--- config.mk ---
export PLATFORM = sky130hd
export DESIGN_NAME = i2c_line_driver
export DESIGN_NICKNAME = d
export VERILOG_FILES = /design/src/rtl/i2c_pkg.sv /design/src/rtl/i2c_stretch_timer.sv /design/src/rtl/i2c_line_driver.sv
export SDC_FILE = /design/constraint.sdc
export NUM_CORES = 1
export LEC_CHECK = 0
export ABC_CLOCK_PERIOD_IN_PS = 2800
export CAP_MARGIN = 20
export CORE_UTILIZATION = 56
export DETAILED_ROUTE_END_ITERATION = 8
export MAX_ROUTING_LAYER = met4
export PLACE_DENSITY = 0.74
export SKIP_LAST_GASP = 1
export SYNTH_ARGS = -nofsm -noshare
export SYNTH_HDL_FRONTEND = slang
export SYNTH_SLANG_ARGS = --single-unit
--- constraint.sdc ---
create_clock -name clk -period 2.8 [get_ports clk]
set_clock_uncertainty 0.15 [all_clocks]
set_input_delay 0.84 -clock clk [delete_from_list [all_inputs] [get_ports clk]]
set_output_delay 0.84 -clock clk [all_outputs]
set_load 0.05 [all_outputs]
--- src/rtl/i2c_pkg.sv ---
// Shared types and defaults for the I2C slave output path.
package i2c_pkg;

    typedef enum logic [1:0] {
        SCL_HI = 2'd0,
        HOLD   = 2'd1,
        LOW_OK = 2'd2
    } scl_state_t;

    localparam int DEF_HOLD_CYCLES = 4;
    localparam int DEF_STRETCH_MAX = 65535;
    localparam int HOLD_CNT_W      = 8;

endpackage

--- src/rtl/i2c_stretch_timer.sv ---
// SCL clock-stretch enable with a bounded stretch time and a lockout that
// keeps SCL released after a forced release until the next clean low phase.
module i2c_stretch_timer
    import i2c_pkg::*;
#(
    parameter int STRETCH_MAX = DEF_STRETCH_MAX,
    parameter int CNT_W       = 16
) (
    input  logic clk,
    input  logic rst,
    input  logic i_stretch_req,
    input  logic i_scl_low_next,
    input  logic i_scl_fall,
    output logic o_scl_oe,
    output logic o_stretch_timeout
);

    localparam logic [CNT_W-1:0] LP_LAST = CNT_W'(STRETCH_MAX - 1);

    logic [CNT_W-1:0] r_cnt;
    logic             r_scl_oe;
    logic             r_timeout;
    logic             r_locked;
    logic             r_req_dropped;
    logic             w_timeout;
    logic             w_unlock;

    assign w_timeout = (STRETCH_MAX != 0) && r_scl_oe && (r_cnt == LP_LAST);
    // Lockout ends only on a fresh SCL fall once the request has gone away.
    assign w_unlock  = i_scl_fall && (r_req_dropped || !i_stretch_req);

    always_ff @(posedge clk or negedge rst) begin
        if (!rst) begin
            r_cnt         <= '0;
            r_scl_oe      <= 1'b0;
            r_timeout     <= 1'b0;
            r_locked      <= 1'b0;
            r_req_dropped <= 1'b0;
        end else begin
            r_timeout <= w_timeout;
            r_scl_oe  <= i_stretch_req && i_scl_low_next && !w_timeout
                         && (!r_locked || w_unlock);
            r_cnt     <= (r_scl_oe && !w_timeout) ? r_cnt + CNT_W'(1) : '0;
            if (w_timeout) begin
                r_locked      <= 1'b1;
                r_req_dropped <= 1'b0;
            end else if (r_locked) begin
                if (w_unlock) begin
                    r_locked      <= 1'b0;
                    r_req_dropped <= 1'b0;
                end else if (!i_stretch_req) begin
                    r_req_dropped <= 1'b1;
                end
            end
        end
    end

    assign o_scl_oe          = r_scl_oe;
    assign o_stretch_timeout = r_timeout;

endmodule

--- src/rtl/i2c_line_driver.sv ---
// Open-drain SDA/SCL pull-down control for the I2C slave: data-hold timed
// SDA updates, bounded clock stretching and SDA readback checking.
module i2c_line_driver
    import i2c_pkg::*;
#(
    parameter int HOLD_CYCLES = DEF_HOLD_CYCLES,
    parameter int STRETCH_MAX = DEF_STRETCH_MAX,
    parameter int CNT_W       = 16
) (
    input  logic clk,
    input  logic rst,
    input  logic scl_in,
    input  logic scl_rise,
    input  logic scl_fall,
    input  logic sda_in,
    input  logic sda_req,
    input  logic stretch_req,
    output logic sda_oe,
    output logic scl_oe,
    output logic hold_done,
    output logic mismatch,
    output logic stretch_timeout
);

    localparam logic [HOLD_CNT_W-1:0] LP_HOLD_LOAD = HOLD_CNT_W'(HOLD_CYCLES - 1);

    scl_state_t            r_state;
    scl_state_t            w_state_next;
    logic [HOLD_CNT_W-1:0] r_hold_cnt;
    logic [HOLD_CNT_W-1:0] w_hold_cnt_next;
    logic                  r_sda_oe;
    logic                  r_hold_done;
    logic                  r_mismatch;
    logic                  w_rise;

    // A high SCL seen during a low phase without a rise qualifier (filter
    // resync) ends the low phase just like a real rise.
    assign w_rise = scl_rise | ((r_state != SCL_HI) & scl_in);

    always_comb begin
        w_state_next    = r_state;
        w_hold_cnt_next = r_hold_cnt;
        case (r_state)
            SCL_HI: begin
                if (scl_fall && !scl_rise) begin
                    w_state_next    = HOLD;
                    w_hold_cnt_next = LP_HOLD_LOAD;
                end
            end
            HOLD: begin
                if (w_rise) begin
                    w_state_next = SCL_HI;
                end else if (r_hold_cnt == '0) begin
                    w_state_next = LOW_OK;
                end else begin
                    w_hold_cnt_next = r_hold_cnt - HOLD_CNT_W'(1);
                end
            end
            LOW_OK: begin
                if (w_rise) begin
                    w_state_next = SCL_HI;
                end
            end
            default: begin
                w_state_next = SCL_HI;
            end
        endcase
    end

    always_ff @(posedge clk or negedge rst) begin
        if (!rst) begin
            r_state     <= SCL_HI;
            r_hold_cnt  <= '0;
            r_sda_oe    <= 1'b0;
            r_hold_done <= 1'b0;
            r_mismatch  <= 1'b0;
        end else begin
            r_state     <= w_state_next;
            r_hold_cnt  <= w_hold_cnt_next;
            r_hold_done <= (w_state_next == LOW_OK);
            r_mismatch  <= w_rise & ~r_sda_oe & ~sda_in;
            if (w_state_next == LOW_OK) begin
                r_sda_oe <= ~sda_req;
            end
        end
    end

    // Stretch is granted from the next state so SCL is never pulled low on
    // the edge where the bus is seen rising.
    i2c_stretch_timer #(
        .STRETCH_MAX (STRETCH_MAX),
        .CNT_W       (CNT_W)
    ) u_stretch_timer (
        .clk               (clk),
        .rst               (rst),
        .i_stretch_req     (stretch_req),
        .i_scl_low_next    (w_state_next != SCL_HI),
        .i_scl_fall        (scl_fall),
        .o_scl_oe          (scl_oe),
        .o_stretch_timeout (stretch_timeout)
    );

    assign sda_oe    = r_sda_oe;
    assign hold_done = r_hold_done;
    assign mismatch  = r_mismatch;

endmodule

==> flow_metrics.tcl <==
set metrics [dict create \
    hp-class "register to register" \
    worstPathArrival_ps 2830 \
    grt_overflow 0 \
    async_flop_share 1.00 \
    final_max_slew_viol_count 0 \
    gp_congestion 0.846 \
    clk_pin_slew_ps 100 \
    ys_seq_area_frac 0.513 \
    synth_edf_count 0 \
    layout.nets 196 \
    post-route-drc-count 0 \
    setup_violations 0 \
    worstReg2RegStart "r_hold_cnt[3]$_DFFE_PN0P_" \
    maxCapViolations 0 \
    cts_buffer_depth 2 \
    grt_pass1_vias 1346 \
    tritoncts "built" \
    antenna_cells 0 \
    synthTopCellsByCount "33 x dfrtp_1, 22 x nor2_1, 13 x nand2_1" \
    area_delta_synth_final_pct 17.6 \
    fin_crit_sh 0.970 \
    avgSynthCellArea_um2 10.0 \
    dp_hpwl_mm 2.14 \
    p_per_area_nw_per_um2 506 \
    avgViaCountPerCell 5.83 \
    cts_root_buffer "clkbuf_4" \
    core-area_um2 2730 \
    final_layout_size_suffix_gt1_frac 0.118 \
    critical_path.startpoint_type "input port" \
    yosysWarnings 0 \
    grt_pass1_wl_mm 5.91 \
    place_area_um2 1810 \
    multiInputGateArea_um2 731 \
    cts.sinks 33 \
    synth_fp_nets 172 \
    leakage_nw 0.801 \
    max_freq_ghz 0.368 \
    syn_area_um2 1610 \
    fin_area_um2 1890 \
    vias 1265 \
    cts_hold_buf 0 \
    post_drt_wl_per_cell_um 14.7 \
    synth.top_cell.area_share 0.513 \
    worst_pin_slew_ps 803 \
    ir_worst_vdd_mv 0.453 \
    io_buffers 12 \
    rsz0062_at_grt "no" \
    drtPass1Iterations 4 \
    status "finished clean" \
    critPathMaxFanout 5 \
    grt_usage 0.256 \
    cts-resized-gates 0 \
    ant_nets 0 \
    post-synth-top-count-cell "dfrtp_1" \
    ys.flop_type "dfrtp_1" \
    min_from "sda_oe$_DFFE_PN0P_" \
    drt_iter0_drc 53 \
    rows 19 \
    worst_setup_path_end_kind "register" \
    ys_seq_elements 33 \
    final-seq-area_um2 826 \
    cts_buffers 5 \
    critPathKind "input port to register" \
    synth_top_area_cell "dfrtp_1" \
    grt_max_degree 34 \
    synth_area_leaders "dfrtp_1 51%, nor2_1 5.1%, xnor2_1 4.4%, nand2_1 3.0%, nand3_1 2.8%" \
    wirelength_mm 3.20 \
    dieArea_um2 3090 \
    h-tree-depth 2 \
    postCtsSetupBuffers 0 \
    clk_latency_ps 340 \
    synthCells 161 \
    nFillCells 210 \
    timing.slew.headroom 0.457 \
    initial_utilization 0.589 \
    report.final.hold_viol_count 0 \
    fin_tns_setup_ps 0 \
    antenna_found_initial 0 \
    die-width_um 55.6 \
    critical_path.startpoint "scl_rise" \
    ys_types 35 \
    post-route-min-period_ps 2720 \
    crit_required_ps 2920 \
    ios 13 \
    die_h_um 55.6 \
]
==> power by group <==
group / leakage, nW / switching [mW] / internal [mW] / total, mW
sequential: 0.445 / 0.0122 / 0.487 / 0.500
combinational: 0.310 / 0.0479 / 0.0357 / 0.0837
clock: 0.0455 / 0.162 / 0.213 / 0.375
total: 0.801 / 0.222 / 0.736 / 0.958
==> routing by layer <==
layer / vias up / GRT usage / part of all wire
met4: 0 / 0.136 / 0.022
li1: 619 / - / -
met3: 7 / 0.0605 / 0.039
met2: 35 / 0.394 / 0.47
met5: - / - / 0
met1: 604 / 0.316 / 0.46
==> layout make-up <==
cell class	instances	share of cell area
multi-input cells	116	0.386
inverters	9	0.0178
clock buffers	7	0.0291
clock inverters	1	0.0159
well taps	31	0.0205
repair buffers	20	0.0951
flip-flops and latches	33	0.436
==> metrics by stage <==
step	setup WS, ps	utilization	total power, mW	hold WS (ps)	std cells
finish	84.3	0.693	0.958	331	217
global route	27.1	0.693	1.00	352	217
CTS	106	0.693	0.968	332	217
detailed placement	-208	0.662	0.593	317	209
global placement	-112	0.662	0.590	294	209
floorplan	343	-	0.549	299	161
==> path summary, 6_finish.rpt <==
kind                                                   to  slack, ps  cells after the start
worst max-delay path            r_hold_cnt[5]$_DFFE_PN0P_         80                      5
worst min-delay path                   mismatch$_DFF_PN0_        330                      1
worst max register to register  r_hold_cnt[0]$_DFFE_PN0P_        450                      4
worst min register to register         mismatch$_DFF_PN0_        330                      1
max in group asynchronous       r_hold_cnt[6]$_DFFE_PN0P_       1470                      2
min in group asynchronous              sda_oe$_DFFE_PN0P_        730                      2
==> critical path, stage by stage <==
cell             delay [ps]
clkdlybuf4s50_1         440
or4b_4                  540
or4_4                   460
nor4_1                  340
mux2i_1                 220
==> sequential cells by signal, summed over array words and instances, names as in the netlist <==
signal                             count
u_stretch_timer.o_stretch_timeout      1
r_state                                2
u_stretch_timer.o_scl_oe               1
hold_done                              1
u_stretch_timer.r_cnt                 16
r_hold_cnt                             8
sda_oe                                 1
mismatch                               1
u_stretch_timer.r_req_dropped          1
u_stretch_timer.r_locked               1
==> cells by family (layout without fill, tap and decap cells) <==
family,count (synthesis),after routing,synth area share
AO/OA/AOI/OAI,25,25,0.0979
flip-flops,33,33,0.513
AND/OR/NAND/NOR,72,72,0.242
adder cells (fa/ha/maj),3,3,0.0233
XOR/XNOR,12,12,0.0653
buffers and inverters,12,37,0.0334
multiplexers,4,4,0.0249
==> layout by cell type (no fill, tap or decap), drive strengths merged, types with 5 or more instances in the layout <==
| cell | n |
|---|---|
| a21oi | 8 |
| nand2 | 13 |
| inv | 9 |
| clkbuf | 7 |
| clkdlybuf4s50 | 12 |
| nand3 | 9 |
| o21ai | 7 |
| buf | 8 |
| nor2 | 22 |
| or3 | 5 |
| nor4 | 5 |
| dfrtp | 33 |
| xnor2 | 8 |
No activity file was read; power rests on OpenSTA's default activity.
==> edit (same flow settings) <==
Add an input register stage for `scl_in`, `scl_rise`, `scl_fall`, `sda_in`, `sda_req` and `stretch_req`, without a reset; this delays them by one clock.
--- a/src/rtl/i2c_line_driver.sv
+++ b/src/rtl/i2c_line_driver.sv
@@ -24,6 +24,22 @@
 
     localparam logic [HOLD_CNT_W-1:0] LP_HOLD_LOAD = HOLD_CNT_W'(HOLD_CYCLES - 1);
 
+    logic scl_q;
+    logic scl_rise_q;
+    logic scl_fall_q;
+    logic sda_q;
+    logic sda_req_q;
+    logic stretch_req_q;
+
+    always_ff @(posedge clk) begin
+        scl_q         <= scl_in;
+        scl_rise_q    <= scl_rise;
+        scl_fall_q    <= scl_fall;
+        sda_q         <= sda_in;
+        sda_req_q     <= sda_req;
+        stretch_req_q <= stretch_req;
+    end
+
     scl_state_t            r_state;
     scl_state_t            w_state_next;
     logic [HOLD_CNT_W-1:0] r_hold_cnt;
@@ -35,14 +51,14 @@
 
     // A high SCL seen during a low phase without a rise qualifier (filter
     // resync) ends the low phase just like a real rise.
-    assign w_rise = scl_rise | ((r_state != SCL_HI) & scl_in);
+    assign w_rise = scl_rise_q | ((r_state != SCL_HI) & scl_q);
 
     always_comb begin
         w_state_next    = r_state;
         w_hold_cnt_next = r_hold_cnt;
         case (r_state)
             SCL_HI: begin
-                if (scl_fall && !scl_rise) begin
+                if (scl_fall_q && !scl_rise_q) begin
                     w_state_next    = HOLD;
                     w_hold_cnt_next = LP_HOLD_LOAD;
                 end
@@ -78,9 +94,9 @@
             r_state     <= w_state_next;
             r_hold_cnt  <= w_hold_cnt_next;
             r_hold_done <= (w_state_next == LOW_OK);
-            r_mismatch  <= w_rise & ~r_sda_oe & ~sda_in;
+            r_mismatch  <= w_rise & ~r_sda_oe & ~sda_q;
             if (w_state_next == LOW_OK) begin
-                r_sda_oe <= ~sda_req;
+                r_sda_oe <= ~sda_req_q;
             end
         end
     end
@@ -93,9 +109,9 @@
     ) u_stretch_timer (
         .clk               (clk),
         .rst               (rst),
-        .i_stretch_req     (stretch_req),
+        .i_stretch_req     (stretch_req_q),
         .i_scl_low_next    (w_state_next != SCL_HI),
-        .i_scl_fall        (scl_fall),
+        .i_scl_fall        (scl_fall_q),
         .o_scl_oe          (scl_oe),
         .o_stretch_timeout (stretch_timeout)
     );
Formal check against the unedited RTL: not equivalent (Yosys sat finds a counterexample within 4 cycles, from zero or initial values and one cycle with rst low).
==> edit against the unedited design <==
Cell area up 7.5%. Total power up 11%. Sequential power grew 19%. Sequential cell count grew 6. Highest routed layer unchanged. Non-clock buffer count is 6 lower. Count of clock-buffer cells in the layout shrank 1. Synthesized area rose by 11%. Largest power group unchanged. Wire length down 3.8%. Setup slack improved by 0.17 ns. Combinational power down 2%.
==> edit: results (changes against the unedited design) <==
| Metric | Value |
|---|---|
| Outcome | finished, final reports clean |
| Wire length per cell | 12.9 um (-13%) |
| Fraction of registers with async set/reset | 0.846 (-0.154) |
| Synth cell count leaders | dfrtp_1, nor2_1, nand2_1 |
| Synth top area cells | dfrtp_1, dfxtp_1, xnor2_1, nor2_1, mux2i_1 |
| Slowest stage delay, CP | 0.82 ns (+0.28 ns) |
| Worst vdd ir | 311 uV (-31%) |
| Crit. Startpoint | sda_oe |
| Layout cells sized above 1 | 0.0872 (-0.0311) |
| Gr usage total | 0.213 (-0.0432) |
| Reg2Reg Setup Slack | 0.91 ns (+0.46 ns) |
| Worst hold margin | 0.244 ns (-0.0872 ns) |
| Synth unique cells | 37 (+5.7%) |
| Met2 GRT Util | 0.379 (-0.0148) |
| Pleak | 0.880 nW (+9.9%) |
| Met3 Usage GRT | 0.0615 (+0.00107) |
| Nets | 205 (+4.6%) |
| Cell family with most CP delay | buffers and inverters |
| Post-synthesis mux area share | 0.0337 (+0.00880) |
| Reg2reg end | u_stretch_timer.r_cnt[13] |
| Detailed Routing Iterations Pass 1 | 5 (+1) |
| # placed instances | 231 (+11%) |
| Seq/Total Area, Yosys | 0.530 (+0.0173) |
| Number of global-route vias before repair | 1241 (-7.8%) |
| Post-Synth Adder-Cell Area | 0.0210 (-0.00227) |
| Met1 Usage GRT | 0.223 (-0.0935) |
| Least-Margin Pin Slew | 0.697 ns (-0.107 ns) |
| Syn_area_per_cell | 10.1 um2 (+0.78%) |
| GP Congestion | 0.827 (-2.3%) |
| CP arrival | 1.56 ns (-1.27 ns) |
| HP Start | sda_q |
| DR iter-0 viols | 72 (+36%) |
| H-tree levels | 2 (unchanged) |
| Slowest CP cell | clkdlybuf4s50_1 |
| Hpwl dp | 2280 um (+6.4%) |
| Wire length of the first global-routing pass | 5240 um (-11%) |
| RR Startpoint | u_stretch_timer.r_cnt[7] |
| Via density | 5.42 (-7.1%) |
| Detailed-route via count | 1295 (+2.4%) |
edit: cell type report:
type                            instances  area (um2)
Sequential cell                        39         946
Inverter                                9        33.8
Timing Repair Buffer                   14         135
Clock inverter                          2        35.0
Multi-Input combinational cell        125         779
Tap cell                               44        55.1
Fill cell                             242         992
Clock buffer                            6        51.3
edit: power by group:
group / internal, W / switching (W)
Sequential: 0.000577 / 0.0000152
Clock: 0.000211 / 0.000177
Combinational: 0.0000343 / 0.0000482
Total: 0.000823 / 0.000241
edit: metal layers:
layer	vias to the layer above	wire [um]
met4	0	40
li1	642	-
met2	15	1660
met3	5	90
met5	-	0
met1	633	1290
edit: per-stage QoR:
step	setup slack, ns	instance area, um2	power (W)	utilization
after detailed placement	0.616	1950	0.000688	0.644
after floorplan	0.895	1780	0.000651	-
after CTS	0.238	2040	0.00107	0.672
after global routing	0.186	2040	0.00110	0.672
after global placement	0.625	1950	0.000683	0.644
final	0.254	2040	0.00106	0.672
